`src/rtl/codec_sample_buffer.sv`:
```
// Sample FIFO between the echo path and the codec frame strobe; paces the
// upstream sine_reader with single outstanding generate_next requests.
module codec_sample_buffer #(
  parameter int DEPTH     = 8,
  parameter int LOW_WATER = 4
) (
  input  logic                     clk,
  input  logic                     reset,
  input  logic [15:0]              sample_in,
  input  logic                     in_ready,
  input  logic                     new_frame,
  output logic [15:0]              valid_sample,
  output logic                     generate_next,
  output logic [$clog2(DEPTH):0]   fifo_count,
  output logic                     underflow,
  output logic                     overflow
);

  localparam int PW = $clog2(DEPTH);
  localparam int CW = PW + 1;

  typedef enum logic {
    IDLE,
    WAIT
  } req_state_t;

  logic [15:0]   mem_q [DEPTH];
  logic [15:0]   mem_d [DEPTH];
  logic [PW-1:0] rd_ptr_q, rd_ptr_d;
  logic [PW-1:0] wr_ptr_q, wr_ptr_d;
  logic [CW-1:0] count_q, count_d;
  logic [15:0]   valid_sample_q, valid_sample_d;
  logic          underflow_q, underflow_d;
  logic          overflow_q, overflow_d;
  logic          generate_next_q, generate_next_d;
  req_state_t    state_q, state_d;

  logic          pop;
  logic          push;
  logic          full;
  logic          empty;

  // When full, a same-cycle pop frees the slot the push lands in; the read
  // sees the old contents because the write only commits at the edge.
  always_comb begin
    empty          = (count_q == '0);
    full           = (count_q == CW'(DEPTH));
    pop            = new_frame && !empty;
    push           = in_ready && (!full || pop);
    mem_d          = mem_q;
    rd_ptr_d       = rd_ptr_q;
    wr_ptr_d       = wr_ptr_q;
    valid_sample_d = valid_sample_q;
    underflow_d    = underflow_q;
    overflow_d     = overflow_q;
    if (pop) begin
      valid_sample_d = mem_q[rd_ptr_q];
      rd_ptr_d       = rd_ptr_q + PW'(1);
    end
    if (push) begin
      mem_d[wr_ptr_q] = sample_in;
      wr_ptr_d        = wr_ptr_q + PW'(1);
    end
    if (new_frame && empty) begin
      underflow_d = 1'b1;
    end
    if (in_ready && !push) begin
      overflow_d = 1'b1;
    end
    count_d = count_q + CW'(push) - CW'(pop);
  end

  // Request decision looks at the post-update occupancy so a pop this cycle
  // can trigger a refill request immediately.
  always_comb begin
    state_d         = state_q;
    generate_next_d = 1'b0;
    case (state_q)
      IDLE: begin
        if (count_d < CW'(LOW_WATER)) begin
          generate_next_d = 1'b1;
          state_d         = WAIT;
        end
      end
      WAIT: begin
        if (in_ready) begin
          state_d = IDLE;
        end
      end
      default: state_d = IDLE;
    endcase
  end

  always_ff @(posedge clk) begin
    if (reset) begin
      rd_ptr_q        <= '0;
      wr_ptr_q        <= '0;
      count_q         <= '0;
      valid_sample_q  <= '0;
      underflow_q     <= 1'b0;
      overflow_q      <= 1'b0;
      generate_next_q <= 1'b0;
      state_q         <= IDLE;
    end else begin
      rd_ptr_q        <= rd_ptr_d;
      wr_ptr_q        <= wr_ptr_d;
      count_q         <= count_d;
      valid_sample_q  <= valid_sample_d;
      underflow_q     <= underflow_d;
      overflow_q      <= overflow_d;
      generate_next_q <= generate_next_d;
      state_q         <= state_d;
    end
  end

  // Storage needs no reset: the pointers and count decide what is readable.
  always_ff @(posedge clk) begin
    mem_q <= mem_d;
  end

  assign valid_sample  = valid_sample_q;
  assign generate_next = generate_next_q;
  assign fifo_count    = count_q;
  assign underflow     = underflow_q;
  assign overflow      = overflow_q;

endmodule

```
`config.mk`:
```
export PLATFORM = sky130hd
export DESIGN_NAME = codec_sample_buffer
export DESIGN_NICKNAME = d
export VERILOG_FILES = /design/src/rtl/codec_sample_buffer.sv
export SDC_FILE = /design/constraint.sdc
export NUM_CORES = 1
export LEC_CHECK = 0
export ABC_AREA = 0
export BUFFER_PORTS_ARGS = -buffer_cell sky130_fd_sc_hd__clkbuf_2
export CORE_MARGIN = 5
export CORE_UTILIZATION = 40
export DETAILED_ROUTE_END_ITERATION = 8
export PLACE_DENSITY = 0.55
export SETUP_SLACK_MARGIN = 0.02
export SLEW_MARGIN = 20
export SYNTH_ARGS = -nofsm -noshare
export SYNTH_HDL_FRONTEND = slang
export SYNTH_SLANG_ARGS = --single-unit
```
`constraint.sdc`:
```
create_clock -name clk -period 3.1 [get_ports clk]
set_input_delay 0.465 -clock clk [delete_from_list [all_inputs] [get_ports clk]]
set_output_delay 0.465 -clock clk [all_outputs]
set_load 0.01 [all_outputs]
```
Yosys cells after proc, flatten, opt, wreduce, memory -nomap -nowiden

Index checks and enable logic that the tools add are counted.
Widths: inputs -> output; s select.

Bits in registers: 158
Bits of input ports: 20
Output and inout port bits: 23
Logic and storage cells: 48

Add/subtract/negate cells: 4
Order comparisons: 4
Equality and inequality tests: 1
Muxes and demuxes: 9
Bitwise gates (word level): 3
Reductions and logical operators: 11

Operator list:

| operator            | number |
|---|---|
| $bwmux 128          | 1 |
| $bmux 16 s3         | 1 |
| $demux 16 s3        | 1 |
| $mux 16             | 3 |
| $ge 4x4->1 const B  | 2 |
| $not 3->4           | 2 |
| $add 3x1->3 const B | 2 |
| $logic_and 1x1->1   | 5 |
| $add 4x1->4         | 1 |
| $eq 4x4->1 const B  | 1 |
| $logic_not 4->1     | 1 |
| $lt 4x1->1 const B  | 1 |
| $lt 4x3->1 const B  | 1 |
| $sub 4x1->4         | 1 |
| $logic_not 1->1     | 3 |
| $mux 1              | 2 |
| $pmux 1 s2          | 1 |
| $reduce_or 2->1     | 1 |
| $logic_or 1x1->1    | 1 |
| $not 1->1           | 1 |

Longest topological paths before layout

Word-level depth: 10
Mapped depth: 12
Mapped depth without buffers: 12

Worst setup path before layout

Ideal clock, no wire load.

Path type: reg-to-reg
Start: register count_q[2] (netlist: fifo_count[2])
End: register mem_q[112] (netlist name), enable pin
Library setup time: 0.430 ns
Arrival: 2.567 ns
Slack: 0.103 ns
Cell stages (with the launch flop): 6
Cell sequence: dfxtp_1 inv_1 ha_1 and2b_1 o21ai_4 nor4_1

Cells in the longest elaborated chain, start to end: 5

Ends and longest elaborated chain:

| element                | line | source |
|---|---|---|
| from (decl)            | 31   | `logic [CW-1:0] count_q, count_d;` |
| from (signal assigned) | 107  | `count_q <= count_d;` |
| $logic_not 4->1        | 46   | `empty = (count_q == '0);` |
| $logic_not 1->1        | 48   | `pop = new_frame && !empty;` |
| $logic_and 1x1->1      | 48   |  |
| $logic_or 1x1->1 (*)   | 49   | `push = in_ready && (!full \|\| pop);` |
| $logic_and 1x1->1 (*)  | 49   |  |
| to (signal assigned)   | 118  | `mem_q <= mem_d;` |
| to (decl)              | 27   | `logic [15:0] mem_q [DEPTH];` |

Mark *: on every way between the ends. The rest lies on a longest branch, timed or not.
A chain may end at the register's enable or synchronous reset.

Final worst setup path

Start: register count_q[2] (netlist: fifo_count[2])
End: register count_q[3] (netlist: fifo_count[3])

Cells in the longest elaborated chain, start to end: 7

Ends and longest elaborated chain:

| element           | line | source |
|---|---|---|
| $logic_not 4->1   | 46   |  |
| $logic_not 1->1   | 48   |  |
| $logic_and 1x1->1 | 48   |  |
| $logic_or 1x1->1  | 49   |  |
| $logic_and 1x1->1 | 49   |  |
| $add 4x1->4       | 70   | `count_d = count_q + CW'(push) - CW'(pop);` |
| $sub 4x1->4 (*)   | 70   |  |

Marked as above.

==> summary.md <==
| Metric | Value |
|---|---|
| Die X | `134 um` |
| Slew at the pin closest to its max-slew limit | `0.848 ns` |
| Tmin final | `2.65 ns` |
| Number of global-route vias before repair | `3351` |
| Arr. time, crit path | `3.00 ns` |
| Area fraction in compound gates after synthesis | `7.77%` |
| IO Port Bufs | `42` |
| Largest family of logic cells by synthesized area | `multiplexers` |
| Mux cell area share after synthesis | `10.6%` |
| Num Clock Sinks | `158` |
| Syn Area/Cell | `17.1 um2` |
| Drt pass-1 iters | `4` |
| CTS H-tree depth | `4` |
| Pleak | `2.45 nW` |
| Worst slack, placed | `0.447 ns` |
| Final WS setup | `0.449 ns` |
| Post-DRT Antenna Nets | `0` |
| Final nets | `444` |
| Post-cts sizing count | `0` |
| Clock skew | `0.0166 ns` |
| R2r setup slk | `0.45 ns` |
| Cell taking the most area after synthesis | `edfxtp_1` |
| Area delta synth->final | `16.7%` |
| Die area | `17900 um2` |
| Switch share | `27.7%` |
| Clock Power Share | `32.6%` |
| Mapped Area | `6120 um2` |
| WP buf/inv | `2` |
| Final hold violation count | `0` |
| Worst Hold Class | `input pin to register` |
| Final Power | `5.93 mW` |
| Ratio of cells with drive above 1 in the final layout | `22.2%` |
| Largest net degree at the start of global routing | `41` |
| Sw power | `1.64 mW` |
| Fin. max-slew vios | `0` |
| Vias | `3246` |
| Kind of critical path | `register to register` |
| Largest stage delay, worst path | `0.40 ns` |
| XOR/XNOR Fraction of Synth Area | `0.716%` |
| Adder-Cell Fraction of Synth Area | `1.96%` |
| CTS Hold Bufs | `0` |
| Status | `completed` |
| Worst IR Drop VDD | `344 uV` |
| Gpl congestion | `0.721` |
| P_int | `4.29 mW` |
| TritonCTS Buffers | `17` |
| CP top delay family | `adder cells` |
| Top cell type's share of synthesized area | `62.8%` |
| Max-slew headroom | `43.5%` |
| RSZ-0062 raised after global routing | `false` |
| First-pass GRT wire length | `18800 um` |
| Fmax | `0.377 GHz` |
| #FFs+latches synth | `158` |
| Most frequent cells in the layout | `128 x edfxtp_1, 65 x mux2i_1, 42 x clkbuf_2` |
| Core Region | `15100 um2` |
| Seq pwr share | `45.8%` |
| Post-route setup TNS | `0 ns` |
| Mapped Cells | `357` |
| WP data required | `3.45 ns` |
| Worst-Skew Late Latency | `0.42 ns` |
| Final period util | `85.5%` |
| Longest Clk Path Bufs | `2` |
| Via density | `5.27` |
| MaxCap Viol Count | `0` |
| Sequential-to-total area share from yosys stat | `72.6%` |
| Net count after synthesis | `386` |
| Commonest non-fill, non-tap cell in the layout | `edfxtp_1` |
| Detail Placement HPWL | `6970 um` |
| Clock slew at reported path FFs | `0.06 ns` |
| Crit end category | `register` |
| Fin Hold WS | `0.324 ns` |
| Clock root cell | `clkbuf_16` |
| Number of synthesized flops with an enable pin | `128` |
| Largest cells by area after synthesis | `edfxtp_1 63%, mux2i_1 11%, dfxtp_1 9.8%` |
| Post-CTS Setup Bufs | `0` |
| Synth Warn # | `0` |
| CP Launch Type | `register` |
| Post-synthesis simple-gate area fraction | `3.82%` |
| Critical-path maximum fanout | `9` |
| GRT Overall Usage | `14.3%` |
| Die Y-Extent | `134 um` |
| 1st-iter DRT viols | `213` |
| TritonCTS clock tree | `done` |
| WL/cell | `19.9 um` |
| Most frequent CP cell | `ha_1` |
| Gr ovfl total | `0` |
| Antenna Diode Count | `0` |
| Fill cell count | `1308` |
| Number of I/O pins | `43` |
| Worst-path cell chain | `inv_1 > ha_1 > or3b_4 > o21ai_4 > ha_1 > inv_1 > ha_1 > a21o_1 > a21oi_1 > xor2_1 > nor2b_1` |
| Setup violators final | `0` |
| Gate power share | `21.6%` |
| Pwr Density | `830 nW/um2` |
| Synth unique cells | `39` |
| Number of antenna violations at the first check in global routing | `0` |
| Main synth FF type | `edfxtp_1` |
| Routed wire length | `12200 um` |
| Asr flop ratio synth | `0%` |
| Initial core utilization | `40.6%` |
| Drc violations | `0` |
| Cell row count | `45` |
| Worst path slowest cell | `or3b_4` |
## per-layer routing
| layer | up-vias | global-route usage (%) | wire [um] |
|---|---|---|---|
| li1 | 1534 | - | - |
| met3 | 15 | 4.23 | 403 |
| met5 | - | 0 | 0 |
| met2 | 50 | 23.3 | 6010 |
| met1 | 1647 | 18.1 | 5630 |
| met4 | 0 | 5.37 | 189 |
## kinds of logic (layout without fill, tap and decap cells)
| group | count (synthesis) | count (layout) |
|---|---|---|
| DFF | 158 | 158 |
| muxes | 65 | 65 |
| AOI/OAI and AO/OA | 58 | 58 |
| and+or+nand+nor | 38 | 38 |
| buffers and inverters | 24 | 95 |
| adders and majority gates | 9 | 9 |
| xor gates and xnor gates | 5 | 5 |
## through the flow
stage | utilization, % | std cells | cell area, um2
2_1_floorplan | - | 357 | 6120
5_1_grt | 47.3 | 616 | 7140
3_5_place_dp | 43.7 | 584 | 6590
4_1_cts | 47.3 | 616 | 7140
3_3_place_gp | 43.7 | 584 | 6590
6_report | 47.3 | 616 | 7140
## final cells by class
type / count / area [um2] / share of cell area (%)
clock buffers: 17 / 425 / 5.96
clock inverters: 15 / 128 / 1.79
inverters: 7 / 28.8 / 0.403
multi-input cells: 175 / 1550 / 21.7
flip-flops and latches: 158 / 4450 / 62.3
well taps: 188 / 235 / 3.29
repair buffers: 56 / 328 / 4.59
## worst register-to-register path: cells and delay by family (launching register included)
kind	cells	cell delay [ns]
buffers and inverters	2	0.17
AO/OA/AOI/OAI	3	0.64
AND/OR/NAND/NOR	2	0.56
flip-flops	1	0.31
XOR/XNOR	1	0.26
adder cells (fa/ha/maj)	3	0.65
## path summary, 6_finish.rpt
path | depth (start not counted) | end | from
worst min-delay path | 1 | mem_q[63]$_DFFE_PP_ | sample_in[15]
worst max-delay path | 11 | fifo_count[3]$_SDFF_PP0_ | fifo_count[2]$_SDFF_PP0_
worst min register to register | 1 | valid_sample[3]$_SDFFE_PP0P_ | valid_sample[3]$_SDFFE_PP0P_
worst max register to register | 11 | fifo_count[3]$_SDFF_PP0_ | fifo_count[2]$_SDFF_PP0_
## Yosys cell counts, types with 2 or more instances
master	number
nor2_1	11
buf_6	2
nand2b_1	2
nor2b_1	6
nor4_1	2
a21oi_1	3
a32o_1	16
buf_2	5
buf_4	6
clkbuf_2	3
nor3_1	4
dfxtp_1	30
xor2_1	4
or3b_4	2
edfxtp_1	128
mux2i_1	65
nand2_1	3
a22oi_1	32
ha_1	8
inv_1	6
## power groups by stage
stage / registers, mW / clock network [mW] / logic [mW]
3_3_place_gp: 2.76 / 0 / 1.27
4_1_cts: 2.72 / 1.98 / 1.31
2_1_floorplan: 2.70 / 0 / 0.970
6_report: 2.71 / 1.93 / 1.28
3_5_place_dp: 2.76 / 0 / 1.30
5_1_grt: 2.74 / 2.09 / 1.40
## registers in the layout, indices dropped and copies added (netlist names)
name           count
rd_ptr_q           3
state_q            1
underflow          1
fifo_count         4
generate_next      1
wr_ptr_q           3
overflow           1
valid_sample      16
mem_q            128
Note: power is estimated with default switching activity, not from simulation.
